**config.mk**
```make
export PLATFORM = sky130hd
export DESIGN_NAME = nco_sweep_ctrl
export DESIGN_NICKNAME = d
export VERILOG_FILES = /design/src/rtl/nco_sweep_ctrl.sv
export SDC_FILE = /design/constraint.sdc
export NUM_CORES = 1
export LEC_CHECK = 0
export ABC_AREA = 1
export CAP_MARGIN = 20
export CORE_ASPECT_RATIO = 0.6
export CORE_MARGIN = 3
export CORE_UTILIZATION = 40
export CTS_BUF_LIST = sky130_fd_sc_hd__clkbuf_8
export CTS_CLUSTER_DIAMETER = 60
export DETAILED_ROUTE_END_ITERATION = 12
export GPL_TIMING_DRIVEN = 0
export PLACE_DENSITY = 0.59
export SLEW_MARGIN = 20
export SYNTH_ARGS = -nofsm -noshare
export SYNTH_HDL_FRONTEND = slang
export SYNTH_SLANG_ARGS = --single-unit
```
**constraint.sdc**
```tcl
create_clock -name clk -period 5 [get_ports clk]
set_clock_uncertainty 0.05 [all_clocks]
set_input_delay 1.25 -clock clk [delete_from_list [all_inputs] [get_ports clk]]
set_output_delay 1.25 -clock clk [all_outputs]
set_load 0.05 [all_outputs]
```
**src/rtl/nco_sweep_ctrl.sv**
```systemverilog
// rtl/nco_sweep_ctrl.sv - stepped linear chirp sequencer driving the NCO step word and sync reset
module nco_sweep_ctrl #(
  parameter int STEP_SIZE   = 16,
  parameter int DWELL_WIDTH = 16
) (
  input  logic                   clk,
  input  logic                   rst,
  input  logic                   start,
  input  logic                   abort,
  input  logic                   mode,
  input  logic [STEP_SIZE-1:0]   f_start,
  input  logic [STEP_SIZE-1:0]   f_stop,
  input  logic [STEP_SIZE-1:0]   f_inc,
  input  logic [DWELL_WIDTH-1:0] dwell,
  output logic [STEP_SIZE-1:0]   step,
  output logic                   nco_rst,
  output logic                   busy,
  output logic                   done
);

  typedef enum logic [1:0] {IDLE, UP, DOWN, DONE} state_t;

  state_t                 state;
  logic                   mode_q;
  logic [STEP_SIZE-1:0]   f_start_q;
  logic [STEP_SIZE-1:0]   f_stop_q;
  logic [STEP_SIZE-1:0]   f_inc_q;
  logic [DWELL_WIDTH-1:0] dwell_q;
  logic [DWELL_WIDTH-1:0] cnt;

  // Next step candidates. The sum carries one extra bit so a large increment
  // saturates at f_stop instead of wrapping. The downward step compares the
  // distance above f_start against the increment, so it never underflows.
  // Both are only used while step lies within [f_start, f_stop].
  logic [STEP_SIZE:0]   up_sum;
  logic [STEP_SIZE-1:0] step_up;
  logic [STEP_SIZE-1:0] step_dn;
  logic                 single_pt;
  logic                 expire;

  assign up_sum    = {1'b0, step} + {1'b0, f_inc_q};
  assign step_up   = (up_sum >= {1'b0, f_stop_q}) ? f_stop_q : up_sum[STEP_SIZE-1:0];
  assign step_dn   = ((step - f_start_q) <= f_inc_q) ? f_start_q : (step - f_inc_q);
  assign single_pt = (f_start_q >= f_stop_q);
  assign expire    = (cnt == '0);

  // Sweep state machine; every output is a register updated here.
  always_ff @(posedge clk or negedge rst) begin
    if (!rst) begin
      state     <= IDLE;
      step      <= '0;
      nco_rst   <= 1'b1;
      busy      <= 1'b0;
      done      <= 1'b0;
      mode_q    <= 1'b0;
      f_start_q <= '0;
      f_stop_q  <= '0;
      f_inc_q   <= '0;
      dwell_q   <= '0;
      cnt       <= '0;
    end else if (abort) begin
      state   <= IDLE;
      step    <= '0;
      nco_rst <= 1'b1;
      busy    <= 1'b0;
      done    <= 1'b0;
    end else begin
      case (state)
        IDLE: begin
          done <= 1'b0;
          // A zero increment could never reach f_stop, so such a request is dropped.
          if (start && (f_inc != '0)) begin
            mode_q    <= mode;
            f_start_q <= f_start;
            f_stop_q  <= f_stop;
            f_inc_q   <= f_inc;
            dwell_q   <= dwell;
            step      <= f_start;
            nco_rst   <= 1'b0;
            busy      <= 1'b1;
            cnt       <= dwell;
            state     <= UP;
          end
        end
        UP: begin
          if (expire) begin
            cnt <= dwell_q;
            // step >= f_stop also covers the single-point case f_start >= f_stop.
            if (step >= f_stop_q) begin
              if (mode_q && !single_pt) begin
                step  <= step_dn;
                state <= DOWN;
              end else begin
                busy  <= 1'b0;
                done  <= 1'b1;
                state <= DONE;
              end
            end else begin
              step <= step_up;
            end
          end else begin
            cnt <= cnt - DWELL_WIDTH'(1);
          end
        end
        DOWN: begin
          if (expire) begin
            cnt <= dwell_q;
            if (step == f_start_q) begin
              step  <= step_up;
              state <= UP;
            end else begin
              step <= step_dn;
            end
          end else begin
            cnt <= cnt - DWELL_WIDTH'(1);
          end
        end
        DONE: begin
          done  <= 1'b0;
          state <= IDLE;
        end
        default: state <= IDLE;
      endcase
    end
  end

endmodule

```
======== Word level (Yosys, flattened, before mapping) ========
Index checks and enable logic that the tools add are counted.
operators by class
  mux-type cells .......................... 35
  $add $sub $neg .......................... 4
  equal/unequal tests ..................... 12
  bitwise logic cells ..................... 1
  reduce and logical (&&, ||, !) cells .... 21
  magnitude comparators ................... 4
operators with widths
  operator                                             number
  2-to-1 mux 16 bit                                    11
  one-hot mux 16 bit (3 select lines)                  1
  >= comparator 16 bit                                 2
  one-hot mux 16 bit (2 select lines)                  1
  subtractor 16 bit                                    2
  inequality test 3 bit (second input constant)        6
  adder 16 x 16 -> 17 bit                              1
  >= comparator 17 x 16 -> 1 bit                       1
  equality test 16 bit                                 1
  less-or-equal comparator 16 bit                      1
  zero test 16 bit                                     1
  nonzero test 16 bit                                  1
  subtractor 16 x 1 -> 16 bit (second input constant)  1
  AND reduction 5 bit                                  3
  2-to-1 mux 1 bit                                     13
  2-to-1 mux 2 bit                                     6
  one-hot mux 2 bit (4 select lines)                   1
  AND reduction 3 bit                                  2
  nonzero test 2 bit                                   3
  nonzero test 3 bit                                   2
  equality test 2 bit (second input constant)          2
  inequality test 4 bit (second input constant)        1
  one-hot mux 1 bit (2 select lines)                   2
  AND reduction 4 bit                                  1
  other kinds (9)                                      11
word-level totals
  logic and storage cells ................. 88
  output and inout port bits .............. 19
  register bits after elaboration ......... 102

======== Logic depth before layout (Yosys ltp) ========
Gate-level depths: netlist of run 1.
  depth in word-level cells ............... 8
  mapped depth ............................ 29

======== Least setup slack after synthesis of run 1 ========
No wires, ideal clock.
  path kind ............................... reg-to-reg
  start ................................... reg step[0]
  end ..................................... reg step[14]
  period minus slack after synthesis ...... 4.151 ns
  setup slack ............................. 0.849 ns
  arrival ................................. 3.982 ns
  library setup time ...................... 0.118 ns
  required time ........................... 4.832 ns
  stages on the path, launching flop included .. 26
  cell sequence ........................... dfrtp_1 -> inv_1 -> ha_1 -> fa_1 -> o21ai_0 -> a21oi_1 -> o221ai_1 -> a21oi_1 -> nor2_1 -> nor2_1 -> xnor2_1 -> ha_1 -> nand2_1 -> inv_1 -> nand3_1 -> nor3_1 -> o21ai_1 -> a21boi_2 -> buf_2 -> nand2_1 -> nand3_1 -> nand2_1 -> nand2_1 -> nand2_1 -> nand2_1 -> nand2_1
between the ends
  word-level cells in the longest chain between the ends .. 8
ends and longest elaborated chain
  item                                 line  RTL
  start: declaration                   15    output logic [STEP_SIZE-1:0] step,
  start signal: assignment             78    step <= f_start;
  start signal: assignment             91    step <= step_dn;
  start signal: assignment             99    step <= step_up;
  subtractor 16 bit                    43    assign step_dn = ((step - f_start_q) <= f_inc_q) ? f_start_q : (step - f_inc_q);
  less-or-equal comparator 16 bit      43
  2-to-1 mux 16 bit                    43
  2-to-1 mux 16 bit                    90    if (mode_q && !single_pt) begin
  2-to-1 mux 16 bit                    89    if (step >= f_stop_q) begin
  2-to-1 mux 16 bit                    86    if (expire) begin
  one-hot mux 16 bit (3 select lines)  68    case (state)
  2-to-1 mux 16 bit                    61    end else if (abort) begin
Several ways; a longest one is shown, not always the timed one. The select of a mux whose other input is x is not followed.
A chain may end at the register's enable or synchronous reset.

======== Worst setup path in the final report of run 1 ========
  start ................................... reg step[0]
  end ..................................... reg step[13]
The elaborated chain is that of the path after synthesis.

==> run_results.csv, run 1 <==
group,metric,value,unit
run_status,outcome,"finished, final reports clean",
detailed_routing,drc_errors,0,
synthesis,synth_fp_nets,1468,
critical_path,cpMostUsedCell,"nand2_1",
critical_path,cp_top_family,"compound AO/OA/AOI/OAI gates",
final_layout,final_area,10800,um2
synthesis,synth_largest_area_cell,"dfrtp_1",
critical_path,slowest_delay,440,ps
critical_path,cp-start-kind,"flop",
critical_path,path_buf_inv,4,
synthesis,synth_seq_cells,102,
detailed_routing,ant_nets,0,
global_route,grt_max_degree,56,
die,start_util,41.4,%
critical_path,critPathArrivalTime,4890,ps
die,core_area,22400,um2
timing,setup_tns,0,ps
timing,rsz0062_at_grt,"false",
placement,dp_hpwl,26.4,mm
final_layout,num_antenna_cells,0,
hold_path,min_path_type,"reg2reg",
synthesis,synth_edf_count,0,
clock_network,cts_hold_buf,0,
job,maxCapViolCount,0,
timing,fmax,216,MHz
clock_network,clkLatencyLatePin,420,ps
die,die_w,202,um
critical_path,crit_start,"step[0]",
synthesis,yosysSeqAreaShare,27.6,%
synthesis,async_flop_share,100,%
critical_path,reg2reg_from,"step[0]",
die,die_h,124,um
synthesis,ys_top_cells_by_count,"nand2_1 (291), inv_1 (152), a21oi_1 (130)",
detailed_routing,vias,9090,
detailed_routing,routed_via_density,5.37,
global_route,overflow,0,
die,die-area,25100,um2
placement,place_ws,-294,ps
critical_path,worstPathMaxFanout,10,
final_layout,drive_gt1_share,6.71,%
detailed_routing,wl_per_cell,19.3,um
placement,post_dp_cell_area,10500,um2
synthesis,netlist.area_leader.share,27.3,%
clock_network,cts_sinks,102,
timing,slew_viol_final,0,
critical_path,end_kind,"flop",
placement,portBuffers,87,
synthesis,synth_ff_type,"dfrtp_1",
global_route,grt_pass1_wl,49.4,mm
critical_path,crit_type,"reg2reg",
global_route,grt_antenna_before_repair,0,
timing,finalHoldViolCount,0,
synthesis,yosys_warnings,0,
timing,slew_headroom,36.1,%
placement,gp_congestion,0.937,
critical_path,r2r_end,"step[13]",
detailed_routing,first_pass_iters,5,
clock_network,cts-buffers-inserted,9,
timing,setup_viol,0,
detailed_routing,finalWirelength,32.7,mm
detailed_routing,drtIter0Drc,1049,
clock_network,htreeDepth,3,
critical_path,cp_num_cells,26,
timing,post-route-min-period,4630,ps
timing,setup_slack,373,ps
final_layout,area_growth,16.5,%
synthesis,synth_area_per_cell,7.23,um2
clock_network,cts-root-buf,"clkbuf_8",
clock_network,clk_pin_slew_worst_paths,100,ps
critical_path,ff2ff_setup_slack,370,ps
synthesis,synthCells,1280,
synthesis,synth.most_common_cell,"nand2_1",
final_layout,nets,1568,
die,io_pins,88,
critical_path,reg2reg_depth,26,
critical_path,crit_end,"step[13]",
timing,hold_ws,444,ps
global_route,grtUsageTotal,26.2,%
clock_network,cts_tree,"built",
critical_path,worstPathRequired,5260,ps
synthesis,synth_area,9260,um2
timing,fin_crit_sh,92.5,%
critical_path,slowest_stage,"fa_1",
clock_network,clockBufferDepth,2,
global_route,grt_pass1_vias,8098,
timing,worst_pin_slew,958,ps
synthesis,synth_cell_type_count,57,
die,rows,42,
synthesis,synth.top_cells.by_area,"dfrtp_1 (27%), ha_1 (16%), nand2_1 (12%)",
==> metrics by stage <==
stage | utilization [%] | std cells
global route | 48.2 | 1693
floorplan | - | 1280
CTS | 48.1 | 1692
detailed placement | 47.1 | 1676
finish | 48.2 | 1693
global placement | 47.0 | 1675
==> per-layer routing <==
metal  wire length (um)  vias to the layer above  track usage (%)
met5                  0                        -                0
met4                248                        0             3.67
met3               3710                       17             6.56
met2              11400                      405             32.5
met1              17300                     4236             44.1
li1                   -                     4432                -
==> what timing repair did <==
action	4_1_cts	5_1_grt
pin swaps	0	1
endpoints found under the setup margin	13	14
buffers inserted	0	1
resized for setup	3	3
==> layout by cell type (no fill, tap or decap), types with 6 or more instances in the layout <==
cell,n
o211ai_1,9
nand3b_1,6
buf_4,7
inv_2,13
dfrtp_1,100
clkbuf_1,10
xnor2_1,11
xor2_1,33
ha_1,116
nand3_1,90
o21ai_1,6
nor2_1,111
nor3_1,9
buf_2,10
clkbuf_8,12
nand2_1,291
mux2_2,11
clkdlybuf4s50_1,86
nor4_1,6
o22ai_1,6
inv_1,155
nand4_1,8
o21ai_0,67
a21oi_1,130
==> tightest hold or removal path: cells and delay by family, from the launching register on <==
kind             cells  cell delay [ps]
flip-flops           1              350
AO/OA/AOI/OAI        1               60
AND/OR/NAND/NOR      1               50
==> cell families (layout without fill, tap and decap cells) <==
family | Yosys count | after routing | synth area share [%]
flops | 102 | 102 | 27.6
simple gates | 536 | 536 | 25.0
fa+ha+maj | 119 | 119 | 16.3
xor+xnor | 44 | 44 | 4.16
compound gates | 262 | 262 | 16.1
mux | 11 | 11 | 1.34
buf+inv | 206 | 311 | 9.55
==> worst min path at each step <==
| stage | startpoint | end | slack, ps | cells after the start |
|---|---|---|---|---|
| after floorplan | dwell_q[14] | dwell_q[14] | 400 | 2 |
| after global placement | dwell_q[14] | dwell_q[14] | 420 | 2 |
| after detailed placement | dwell_q[8] | dwell_q[8] | 420 | 2 |
| after CTS | dwell_q[8] | dwell_q[8] | 450 | 2 |
| after global routing | dwell_q[8] | dwell_q[8] | 470 | 2 |
| final | dwell_q[8] | dwell_q[8] | 440 | 2 |
==> area by class of cell <==
| class | count | area, um2 |
|---|---|---|
| Multi-Input combinational cell | 972 | 5840 |
| Buffer | 39 | 253 |
| Inverter | 167 | 632 |
| Sequential cell | 102 | 2550 |
| Timing Repair Buffer | 89 | 907 |
| Clock buffer | 9 | 124 |
| Tap cell | 308 | 385 |
| Clock inverter | 7 | 86.3 |
| Fill cell | 2321 | 11600 |
==> sequential cells by signal, summed over array words and instances, names as in the netlist <==
name and count:
done 1, mode_q 1, state 2, dwell_q 16, cnt 16, f_start_q 16, f_inc_q 16, busy 1
step 16, nco_rst 1, f_stop_q 16
Power of run 1 is not shown: default switching activity piles up to over one toggle a cycle in this logic, so the estimate is an artifact.
==> inputs of run 2 (changes only) <==
CTS_CLUSTER_DIAMETER = default   (was 60)
==> results of run 2 <==
No change in the layout: final DEF, timing and power equal those of run 1.
Power of run 2 is left out for the same reason.
